<file path="src/rtl/reg_writeback_unit_pkg.sv">
// Shared widths and the buffered-result entry type for the register writeback unit.
package reg_writeback_unit_pkg;
  localparam int DATA_WIDTH    = 32;
  localparam int REG_NUM_WIDTH = 5;
  localparam int REG_FILE_SIZE = 2 ** REG_NUM_WIDTH;

  typedef logic [REG_NUM_WIDTH-1:0] reg_num_t;
  typedef logic [DATA_WIDTH-1:0]    data_t;

  typedef struct packed {
    reg_num_t dst;
    data_t    data;
  } wb_entry_t;
endpackage

</file>
<file path="src/rtl/reg_writeback_unit_if.sv">
// Decode / ALU / multiplier / register-file write port bundle.
// REG_WRITEBACK_FORWARD_EN adds the forwarding select and data signals.
interface reg_writeback_unit_if;
  import reg_writeback_unit_pkg::*;

  logic     issueValid;
  reg_num_t issueDst;
  reg_num_t srcNumA;
  reg_num_t srcNumB;
  logic     hazard;
  logic     aluValid;
  reg_num_t aluDst;
  data_t    aluData;
  logic     mulValid;
  logic     mulReady;
  reg_num_t mulDst;
  data_t    mulData;
  logic     wrEnable;
  reg_num_t wrNum;
  data_t    wrData;
  logic     idle;
`ifdef REG_WRITEBACK_FORWARD_EN
  logic     fwdSelA;
  logic     fwdSelB;
  data_t    fwdData;
`endif

  modport slave (
    input  issueValid, issueDst, srcNumA, srcNumB,
    input  aluValid, aluDst, aluData,
    input  mulValid, mulDst, mulData,
    output hazard, mulReady, wrEnable, wrNum, wrData, idle
`ifdef REG_WRITEBACK_FORWARD_EN
    , output fwdSelA, fwdSelB, fwdData
`endif
  );

  modport master (
    output issueValid, issueDst, srcNumA, srcNumB,
    output aluValid, aluDst, aluData,
    output mulValid, mulDst, mulData,
    input  hazard, mulReady, wrEnable, wrNum, wrData, idle
`ifdef REG_WRITEBACK_FORWARD_EN
    , input fwdSelA, fwdSelB, fwdData
`endif
  );
endinterface

</file>
<file path="src/rtl/reg_writeback_unit_result_fifo.sv">
// wb_result_fifo: small circular buffer of multiplier results waiting for the write port.
module wb_result_fifo
  import reg_writeback_unit_pkg::*;
#(
  parameter int DEPTH = 2
) (
  input  logic      clk,
  input  logic      rstN,
  input  logic      push_i,
  input  wb_entry_t din_i,
  input  logic      pop_i,
  output wb_entry_t dout_o,
  output logic      full_o,
  output logic      empty_o
);
  localparam int PW = $clog2(DEPTH);

  wb_entry_t       mem_q [DEPTH];
  logic [PW-1:0]   wr_ptr_q, rd_ptr_q;
  logic [PW:0]     cnt_q, cnt_d;
  logic            push_ok, pop_ok;

  assign full_o  = (cnt_q == (PW+1)'(DEPTH));
  assign empty_o = (cnt_q == '0);
  assign dout_o  = mem_q[rd_ptr_q];
  assign push_ok = push_i & ~full_o;
  assign pop_ok  = pop_i & ~empty_o;

  always_comb begin
    cnt_d = cnt_q;
    case ({push_ok, pop_ok})
      2'b10:   cnt_d = cnt_q + 1'b1;
      2'b01:   cnt_d = cnt_q - 1'b1;
      default: cnt_d = cnt_q;
    endcase
  end

  // Power-of-two depth lets the pointers wrap by plain overflow.
  always_ff @(posedge clk or negedge rstN) begin
    if (!rstN) begin
      wr_ptr_q <= '0;
      rd_ptr_q <= '0;
      cnt_q    <= '0;
    end else begin
      cnt_q <= cnt_d;
      if (push_ok) wr_ptr_q <= wr_ptr_q + 1'b1;
      if (pop_ok)  rd_ptr_q <= rd_ptr_q + 1'b1;
    end
  end

  always_ff @(posedge clk) begin
    if (push_ok) mem_q[wr_ptr_q] <= din_i;
  end
endmodule

</file>
<file path="src/rtl/reg_writeback_unit.sv">
// Register-file write port arbiter plus busy scoreboard for decode hazard checks.
// Optional REG_WRITEBACK_FORWARD_EN forwards the write-port data to decode sources.
module reg_writeback_unit
  import reg_writeback_unit_pkg::*;
#(
  parameter int BUF_DEPTH = 2
) (
  input logic                  clk,
  input logic                  rstN,
  reg_writeback_unit_if.slave  bus
);
  logic [REG_FILE_SIZE-1:0] busy_q, busy_d;
  logic      wr_en_q, wr_en_d;
  reg_num_t  wr_num_q, wr_num_d;
  data_t     wr_data_q, wr_data_d;
  logic      idle_q;

  wb_entry_t head, sel, mul_in;
  logic      sel_vld, fifo_full, fifo_empty, fifo_push, fifo_pop;
  logic      haz_a, haz_b, issue_ok;

  assign mul_in    = '{dst: bus.mulDst, data: bus.mulData};
  assign fifo_push = bus.mulValid & ~fifo_full;
  assign fifo_pop  = ~bus.aluValid & ~fifo_empty;

  wb_result_fifo #(.DEPTH(BUF_DEPTH)) u_fifo (
    .clk     (clk),
    .rstN    (rstN),
    .push_i  (fifo_push),
    .din_i   (mul_in),
    .pop_i   (fifo_pop),
    .dout_o  (head),
    .full_o  (fifo_full),
    .empty_o (fifo_empty)
  );

  // Busy stays set through the write cycle; it drops at the edge that ends it.
`ifdef REG_WRITEBACK_FORWARD_EN
  logic fwd_a, fwd_b;
  assign fwd_a       = wr_en_q & (wr_num_q == bus.srcNumA) & (wr_num_q != '0);
  assign fwd_b       = wr_en_q & (wr_num_q == bus.srcNumB) & (wr_num_q != '0);
  assign haz_a       = busy_q[bus.srcNumA] & ~fwd_a;
  assign haz_b       = busy_q[bus.srcNumB] & ~fwd_b;
  assign bus.fwdSelA = fwd_a;
  assign bus.fwdSelB = fwd_b;
  assign bus.fwdData = wr_data_q;
`else
  assign haz_a = busy_q[bus.srcNumA];
  assign haz_b = busy_q[bus.srcNumB];
`endif

  assign bus.hazard   = haz_a | haz_b | (bus.issueValid & busy_q[bus.issueDst]);
  assign issue_ok     = bus.issueValid & ~bus.hazard;
  assign bus.mulReady = ~fifo_full;
  assign bus.wrEnable = wr_en_q;
  assign bus.wrNum    = wr_num_q;
  assign bus.wrData   = wr_data_q;
  assign bus.idle     = idle_q;

  // ALU owns the port whenever it has a result; the buffer drains in the gaps.
  always_comb begin
    sel_vld   = bus.aluValid | ~fifo_empty;
    sel       = bus.aluValid ? '{dst: bus.aluDst, data: bus.aluData} : head;
    wr_en_d   = sel_vld & (sel.dst != '0);
    wr_num_d  = wr_num_q;
    wr_data_d = wr_data_q;
    if (wr_en_d) begin
      wr_num_d  = sel.dst;
      wr_data_d = sel.data;
    end
  end

  always_comb begin
    busy_d = busy_q;
    if (wr_en_q)  busy_d[wr_num_q]     = 1'b0;
    if (issue_ok) busy_d[bus.issueDst] = 1'b1;
    busy_d[0] = 1'b0;
  end

  always_ff @(posedge clk or negedge rstN) begin
    if (!rstN) begin
      busy_q    <= '0;
      wr_en_q   <= 1'b0;
      wr_num_q  <= '0;
      wr_data_q <= '0;
      idle_q    <= 1'b1;
    end else begin
      busy_q    <= busy_d;
      wr_en_q   <= wr_en_d;
      wr_num_q  <= wr_num_d;
      wr_data_q <= wr_data_d;
      idle_q    <= (busy_q == '0) & fifo_empty;
    end
  end
endmodule
</file>
<file path="src/flat_wrapper.sv">
// flat-port wrapper written by rule: the top's interface ports become plain ports
module reg_writeback_unit_flat import reg_writeback_unit_pkg::*;
#(
  parameter int BUF_DEPTH = 2
)
  (clk, rstN, bus_issueValid, bus_issueDst, bus_srcNumA, bus_srcNumB, bus_aluValid, bus_aluDst, bus_aluData, bus_mulValid, bus_mulDst, bus_mulData, bus_hazard, bus_mulReady, bus_wrEnable, bus_wrNum, bus_wrData, bus_idle);
  reg_writeback_unit_if bus_i ();
  input logic clk;
  input logic rstN;
  input wire logic [$bits(bus_i.issueValid)-1:0] bus_issueValid;
  input wire logic [$bits(bus_i.issueDst)-1:0] bus_issueDst;
  input wire logic [$bits(bus_i.srcNumA)-1:0] bus_srcNumA;
  input wire logic [$bits(bus_i.srcNumB)-1:0] bus_srcNumB;
  input wire logic [$bits(bus_i.aluValid)-1:0] bus_aluValid;
  input wire logic [$bits(bus_i.aluDst)-1:0] bus_aluDst;
  input wire logic [$bits(bus_i.aluData)-1:0] bus_aluData;
  input wire logic [$bits(bus_i.mulValid)-1:0] bus_mulValid;
  input wire logic [$bits(bus_i.mulDst)-1:0] bus_mulDst;
  input wire logic [$bits(bus_i.mulData)-1:0] bus_mulData;
  output wire logic [$bits(bus_i.hazard)-1:0] bus_hazard;
  output wire logic [$bits(bus_i.mulReady)-1:0] bus_mulReady;
  output wire logic [$bits(bus_i.wrEnable)-1:0] bus_wrEnable;
  output wire logic [$bits(bus_i.wrNum)-1:0] bus_wrNum;
  output wire logic [$bits(bus_i.wrData)-1:0] bus_wrData;
  output wire logic [$bits(bus_i.idle)-1:0] bus_idle;
  assign bus_i.issueValid = bus_issueValid;
  assign bus_i.issueDst = bus_issueDst;
  assign bus_i.srcNumA = bus_srcNumA;
  assign bus_i.srcNumB = bus_srcNumB;
  assign bus_i.aluValid = bus_aluValid;
  assign bus_i.aluDst = bus_aluDst;
  assign bus_i.aluData = bus_aluData;
  assign bus_i.mulValid = bus_mulValid;
  assign bus_i.mulDst = bus_mulDst;
  assign bus_i.mulData = bus_mulData;
  assign bus_hazard = bus_i.hazard;
  assign bus_mulReady = bus_i.mulReady;
  assign bus_wrEnable = bus_i.wrEnable;
  assign bus_wrNum = bus_i.wrNum;
  assign bus_wrData = bus_i.wrData;
  assign bus_idle = bus_i.idle;
  reg_writeback_unit #(.BUF_DEPTH(BUF_DEPTH)) u_core (.clk(clk), .rstN(rstN), .bus(bus_i));
endmodule
</file>
<file path="config.mk">
export PLATFORM = sky130hd
export DESIGN_NAME = reg_writeback_unit_flat
export DESIGN_NICKNAME = d
export VERILOG_FILES = /design/src/rtl/reg_writeback_unit_pkg.sv /design/src/rtl/reg_writeback_unit_if.sv /design/src/rtl/reg_writeback_unit_result_fifo.sv /design/src/rtl/reg_writeback_unit.sv /design/src/flat_wrapper.sv
export SDC_FILE = /design/constraint.sdc
export NUM_CORES = 1
export LEC_CHECK = 0
export CORE_UTILIZATION = 35
export CTS_BUF_LIST = sky130_fd_sc_hd__clkbuf_8
export DETAILED_ROUTE_END_ITERATION = 10
export GPL_TIMING_DRIVEN = 0
export MAX_ROUTING_LAYER = met4
export REMOVE_ABC_BUFFERS = 1
export SYNTH_ARGS = -nofsm -noshare
export SYNTH_HDL_FRONTEND = slang
export SYNTH_HIERARCHICAL = 1
export SYNTH_SLANG_ARGS = --single-unit
</file>
<file path="constraint.sdc">
create_clock -name clk -period 3.9 [get_ports clk]
set_input_delay 0.975 -clock clk [delete_from_list [all_inputs] [get_ports clk]]
set_output_delay 0.975 -clock clk [all_outputs]
set_load 0.005 [all_outputs]
</file>
==> reports/results.ini <==
[routing]
wl_per_cell_um=19.21
wirelength_um=18510
vias=5213
drtIter0Drc=329
vias_per_cell=5.408
ant_nets=0
drc=0
drtPass1Iterations=5

[worst_setup_path]
critical_path.max_stage_delay_ns=0.56
start_kind=input pin
cp_max_fo=11
cp-endpoint=bus_hazard
arrival_ns=2.85
critPathLaunch=bus_srcNumB[1]
reg2reg_from=u_core/busy_q[16]
cp_slowest_cell=mux4_1
endpoint_kind=primary output
rr_endpoint=u_core/busy_q[31]
crit_path_cell_trace=buf_6 > mux4_1 > mux2i_1 > nor3b_1 > a211oi_4 > nand4_4 > a21o_1 > dlygate4sd2_1
ff2ff_setup_slack_ns=1.07
critical_path_required_ns=2.92
critPathKind=input pin to primary output
rr_worst_depth=7

[placed_design]
place_congestion=0.8920
dp_hpwl_um=12880
portBuffers=134

[yosys]
synth_top_family_by_area=multiplexers
syn-instance-count=548
synth-compound-area-share=0.1204
post_synth_and_or_nand_nor_area_fraction=0.08744
synth_area_leader_cell=edfxtp_1
synth.most_common_cell=edfxtp_1
yosys.area_share.xor_xnor=0.006072
synth_edf_count=74
synth_top_cell_area_share=0.3081
yosysSeqAreaShare=0.5651
avgSynthCellArea_um2=13.16
synth_flop_cell=edfxtp_1
muxShareOfSynthArea=0.1862
synth.top_cells.by_count=74 x edfxtp_1, 73 x dfrtp_1, 61 x mux2i_1
synthesis.area_mm2=0.007212
ys_ff_latch=148
synthDistinctLibCells=58
async_reset_ff_frac=0.5000
synthAdderAreaFrac=0.001735
synthTopCellsByArea=edfxtp_1 31%, dfrtp_1 25%, mux2i_1 8.5%
yosysWarningCount=6

[clock_tree]
cts_buffers=17
cts_root_buffer=clkbuf_8
h-tree-depth=4
cts_buffer_depth=2
cts_sinks=148
clk_pin_slew_ns=0.08
clkLatencyLatePin_ns=0.44
hold_buffers=0
cts_tree=built

[pwr]
p_leak_nw=3.490
power.density_mw_per_mm2=640.6
ir_drop_mv=0.2921
power_w=0.005951

[timing]
rsz0062_at_grt=no
finalSetupViolCount=0
max_freq_mhz=261.7
finalMaxSlewViolations=0
fin_crit_sh=0.9799
post-route-min-period_ns=3.822
fin_worst_skew_ns=0.01215
tns_ns=0
slew-limit-headroom=0.6360
worstMarginPinSlew_ns=0.5447
final_hold_viol_count=0

[global_routing]
grt_pass1_vias=5464
grt_pass1_wl_um=29390
grt_max_degree=66
grt_use_total=0.1855
antenna_found_initial=3
grt_overflow_total=0

[floorplan]
fp.dieH_um=145.5
initial_core_util=0.3564
core_mm2=0.02023
io_pins=135
die_area_mm2=0.02118
num_rows=52
die_x_um=145.5

[worst_hold_path]
min_path_type=input pin to async pin

[final_layout]
area_growth_pct=28.82
num-nets-final=773
multi_input_comb_area_mm2=0.002973
seq_area_mm2=0.004076
fillers=1848
drive_gt1_frac=0.1852

[job]
cap_violations=0

[run_status]
status=finished clean

-- sequential cells by signal, summed over array words and instances, names as in the netlist --
register,count
u_core/bus.wrNum,5
u_core/bus.wrData,32
u_core/bus.idle,1
u_core/u_fifo/cnt_q,2
u_core/busy_q,31
u_core/bus.wrEnable,1
u_core/u_fifo/wr_ptr_q,1
u_core/u_fifo/rd_ptr_q,1
u_core/u_fifo/mem_q,74
-- metal layers --
layer  wire length (um)  GRT usage  part of all wire
met2               8846     0.2885              0.48
met4                280    0.06211             0.015
met5                  0          -                 0
met3               1626    0.06270             0.088
met1               7761     0.2259              0.42
-- cells in the final DEF (no fill, tap or decap), types with 18 or more instances in the layout --
master / count
mux2i_1: 61
mux2_4: 20
o21ai_0: 34
a21oi_1: 38
clkbuf_8: 18
o41ai_1: 27
dfrtp_1: 72
edfxtp_1: 74
clkdlybuf4s50_1: 119
nor2_1: 45
mux2_2: 18
-- power breakdown --
group / leakage [nW] / internal [W] / switching [W]
sequential: 1.54 / 0.00219 / 0.000476
clock: 0.182 / 0.000514 / 0.000565
combinational: 1.76 / 0.00119 / 0.00102
total: 3.49 / 0.00389 / 0.00206
-- critical path: cells and delay by family --
family          cells  cell delay (ns)
compound gates      2             0.45
buf+inv             2             0.39
mux                 2             0.75
simple gates        2             0.27
-- worst min-delay path by stage --
stage,startpoint,endpoint,slack (ns),cells past startpoint
finish,rstN,u_core/bus.wrData[26],0.37,1
global route,rstN,u_core/bus.wrData[26],0.34,1
CTS,rstN,u_core/bus.wrData[26],0.34,1
detailed placement,u_core/u_fifo/cnt_q[1],u_core/u_fifo/cnt_q[1],0.50,1
global placement,u_core/u_fifo/wr_ptr_q,u_core/u_fifo/wr_ptr_q,0.48,1
floorplan,u_core/u_fifo/wr_ptr_q,u_core/u_fifo/wr_ptr_q,0.46,1
-- layout make-up --
cell class | count | area share
multi-input cells | 359 | 0.3200
flip-flops and latches | 148 | 0.4388
clock inverters | 14 | 0.01185
diodes | 3 | 0.0008081
clock buffers | 18 | 0.02667
inverters | 6 | 0.002424
repair buffers | 146 | 0.1631
well taps | 270 | 0.03636
-- kinds of logic (layout without fill, tap and decap cells) --
| kind of cell | Yosys count | count (layout) |
|---|---|---|
| buffers and inverters | 42 | 184 |
| other | 0 | 3 |
| AND/OR/NAND/NOR | 117 | 118 |
| adder cells (fa/ha/maj) | 1 | 1 |
| flip-flops | 148 | 148 |
| AO/OA/AOI/OAI | 126 | 126 |
| multiplexers | 109 | 109 |
| XOR/XNOR | 5 | 5 |
-- stage by stage --
| step | instance area (um2) | utilization | hold slack, ns | setup WS (ns) | std cells |
|---|---|---|---|---|---|
| finish | 9290 | 0.4591 | 0.3712 | 0.07823 | 964 |
| CTS | 9281 | 0.4587 | 0.3369 | 0.07467 | 961 |
| detailed placement | 8856 | 0.4377 | 0.5015 | -1.924 | 924 |
| global placement | 8675 | 0.4287 | 0.4767 | -5.836 | 916 |
| global route | 9290 | 0.4591 | 0.3370 | 0.0007356 | 964 |
| floorplan | 6995 | - | 0.4608 | -2.375 | 512 |
-- repair_timing --
item / 4_1_cts / 5_1_grt
buffers inserted: 4 / 0
hold endpoints to repair: 0 / 0
endpoints found under the setup margin: 16 / 1
cloned: 1 / 0
gates resized for setup: 57 / 3
pin swaps: 4 / 0
Note: power is estimated with default switching activity, not from simulation.
==> RTL edit (same flow settings) <==
The package constant `DATA_WIDTH` goes from 32 to 64.
--- a/src/rtl/reg_writeback_unit_pkg.sv
+++ b/src/rtl/reg_writeback_unit_pkg.sv
@@ -2,3 +2,3 @@
 package reg_writeback_unit_pkg;
-  localparam int DATA_WIDTH    = 32;
+  localparam int DATA_WIDTH    = 64;
   localparam int REG_NUM_WIDTH = 5;
Interface: changed (resized bus_aluData, bus_mulData and bus_wrData); port bits go from 135 to 231. The function was not compared with the original's and may differ.
==> RTL edit against the unedited design <==
Clock skew increased by 0.013 ns; critical path depth did not move; sequential share of layout area is 1.6 points higher; largest cell class unchanged; critical path type unchanged; sequential cell count is 96 higher; wire length up 51%; area after synthesis increased by 57%; first-iteration DRC count grew 40%; total power grew 67%; cell area grew 61%; worst setup slack better by 0.26 ns; worst hold slack gained 0.0021 ns; die area is 56% higher.
==> RTL edit: results <==
{
  "status": "finished, final reports clean",
  "hold-worst-slack_ns": 0.3733,
  "drive_above_1_share_pct": 19.74,
  "track_usage_pct": 17.47,
  "grt_pass1_wl_um": 43330,
  "crit_arrival_ns": 2.58,
  "cp_max_fo": 9,
  "antenna_found_initial": 6,
  "place_congestion": 0.8602,
  "hp-class": "in -> async",
  "dpl_worst_slack_ns": -0.9765,
  "regMostFlops": "u_core/u_fifo/mem_q",
  "synthArstFlopShare_pct": 43.44,
  "ys_types": 60,
  "regToRegSetupSlack_ns": 0.89,
  "wl_um": 27950,
  "dr.first_iter.drc_count": 461,
  "via_count": 7476,
  "htree_num_levels": 2,
  "grt_max_degree": 62,
  "critical_path.top_delay_family": "multiplexers",
  "finalClockSkew_ns": 0.02515,
  "ir_drop_uv": 429.3,
  "clkTransAtPathRegs_ns": 0.07,
  "clk_path_buf_depth": 3,
  "synth_edf_count": 138,
  "numCtsBuffers": 42,
  "cts-root-buf": "clkbuf_8",
  "synth.area.top_cells": "edfxtp_1 (37%), dfrtp_1 (23%), mux2_4 (9.2%), mux2i_1 (7.4%), a21oi_1 (3.1%)",
  "final_nets": 1217,
  "first_pass_iters": 5,
  "p_int_w": 0.006821,
  "leakage_nw": 5.809,
  "clk_latency_ns": 0.55,
  "fin_crit_sh_pct": 91.23,
  "critPathMaxStageDelay_ns": 0.49,
  "portBuffers": 230,
  "grt_pass1_vias": 7850,
  "yosys-top-cells-count": "edfxtp_1 (138), dfrtp_1 (105), mux2i_1 (84)",
  "ys_warn_count": 6,
  "tightest_slew_ns": 1.249,
  "cp_slowest_cell": "mux4_2",
  "synth-seq-area-share_pct": 60.18,
  "place_hpwl_um": 19310,
  "largest_reg_flops": 138
}
-- RTL edit: worst paths after layout --
kind,start,end,cells past startpoint
worst min-delay path,rstN,u_core/bus.wrData[8],1
worst max register to register,u_core/u_fifo/rd_ptr_q,u_core/bus.wrData[47],10
max in group asynchronous,rstN,u_core/bus.idle,2
min in group clk,u_core/u_fifo/cnt_q[1],u_core/u_fifo/cnt_q[1],1
worst max-delay path,bus_srcNumA[2],bus_hazard,8
worst min register to register,u_core/u_fifo/cnt_q[1],u_core/u_fifo/cnt_q[1],1
-- RTL edit: metrics by stage --
stage	total power, W	area [um^2]	util, %	cells
final	0.009942	14960	47.27	1497
after CTS	0.01005	14920	47.15	1489
after global routing	0.01051	14960	47.27	1497
after floorplan	0.006179	10940	-	766
after global placement	0.007762	13750	43.45	1398
after detailed placement	0.007608	14040	44.39	1411
-- RTL edit: power groups by stage --
stage | logic [W] | clock network, W | registers [W]
final | 0.00331 | 0.00238 | 0.00425
after global routing | 0.00360 | 0.00256 | 0.00434
after CTS | 0.00335 | 0.00245 | 0.00425
after detailed placement | 0.00332 | 0 | 0.00429
after global placement | 0.00331 | 0 | 0.00445
after floorplan | 0.00196 | 0 | 0.00422
-- RTL edit: cell type report --
type,instances,area (um^2)
Antenna cell,6,15.01
Clock buffer,44,605.6
Clock inverter,31,251.5
Fill cell,2834,16680
Inverter,6,22.52
Multi-Input combinational cell,516,4175
Sequential cell,244,6802
Tap cell,402,503.0
Timing Repair Buffer,248,2581
-- RTL edit: layer usage --
layer | part of all wire, % | track usage (%) | vias up
met5 | 0 | - | -
met4 | 2.0 | 4.881 | 0
met3 | 11 | 7.702 | 57
met2 | 47 | 27.69 | 261
met1 | 40 | 19.99 | 3603
li1 | - | - | 3555
-- RTL edit: what timing repair did --
item	in CTS	in global routing
setup endpoints to repair	1	1
pin swaps	1	3
resized for setup	60	12
buffers inserted	3	2
-- RTL edit: logic make-up (layout without fill, tap and decap cells) --
| kind of cell | after synthesis | in the layout | synth area share, % |
|---|---|---|---|
| compound gates | 158 | 158 | 8.662 |
| xor+xnor | 5 | 5 | 0.3878 |
| fa+ha+maj | 1 | 1 | 0.1107 |
| buf+inv | 56 | 329 | 3.345 |
| flops | 244 | 244 | 60.18 |
| mux | 172 | 172 | 19.67 |
| other cells | 0 | 6 | 0 |
| simple gates | 180 | 180 | 7.643 |
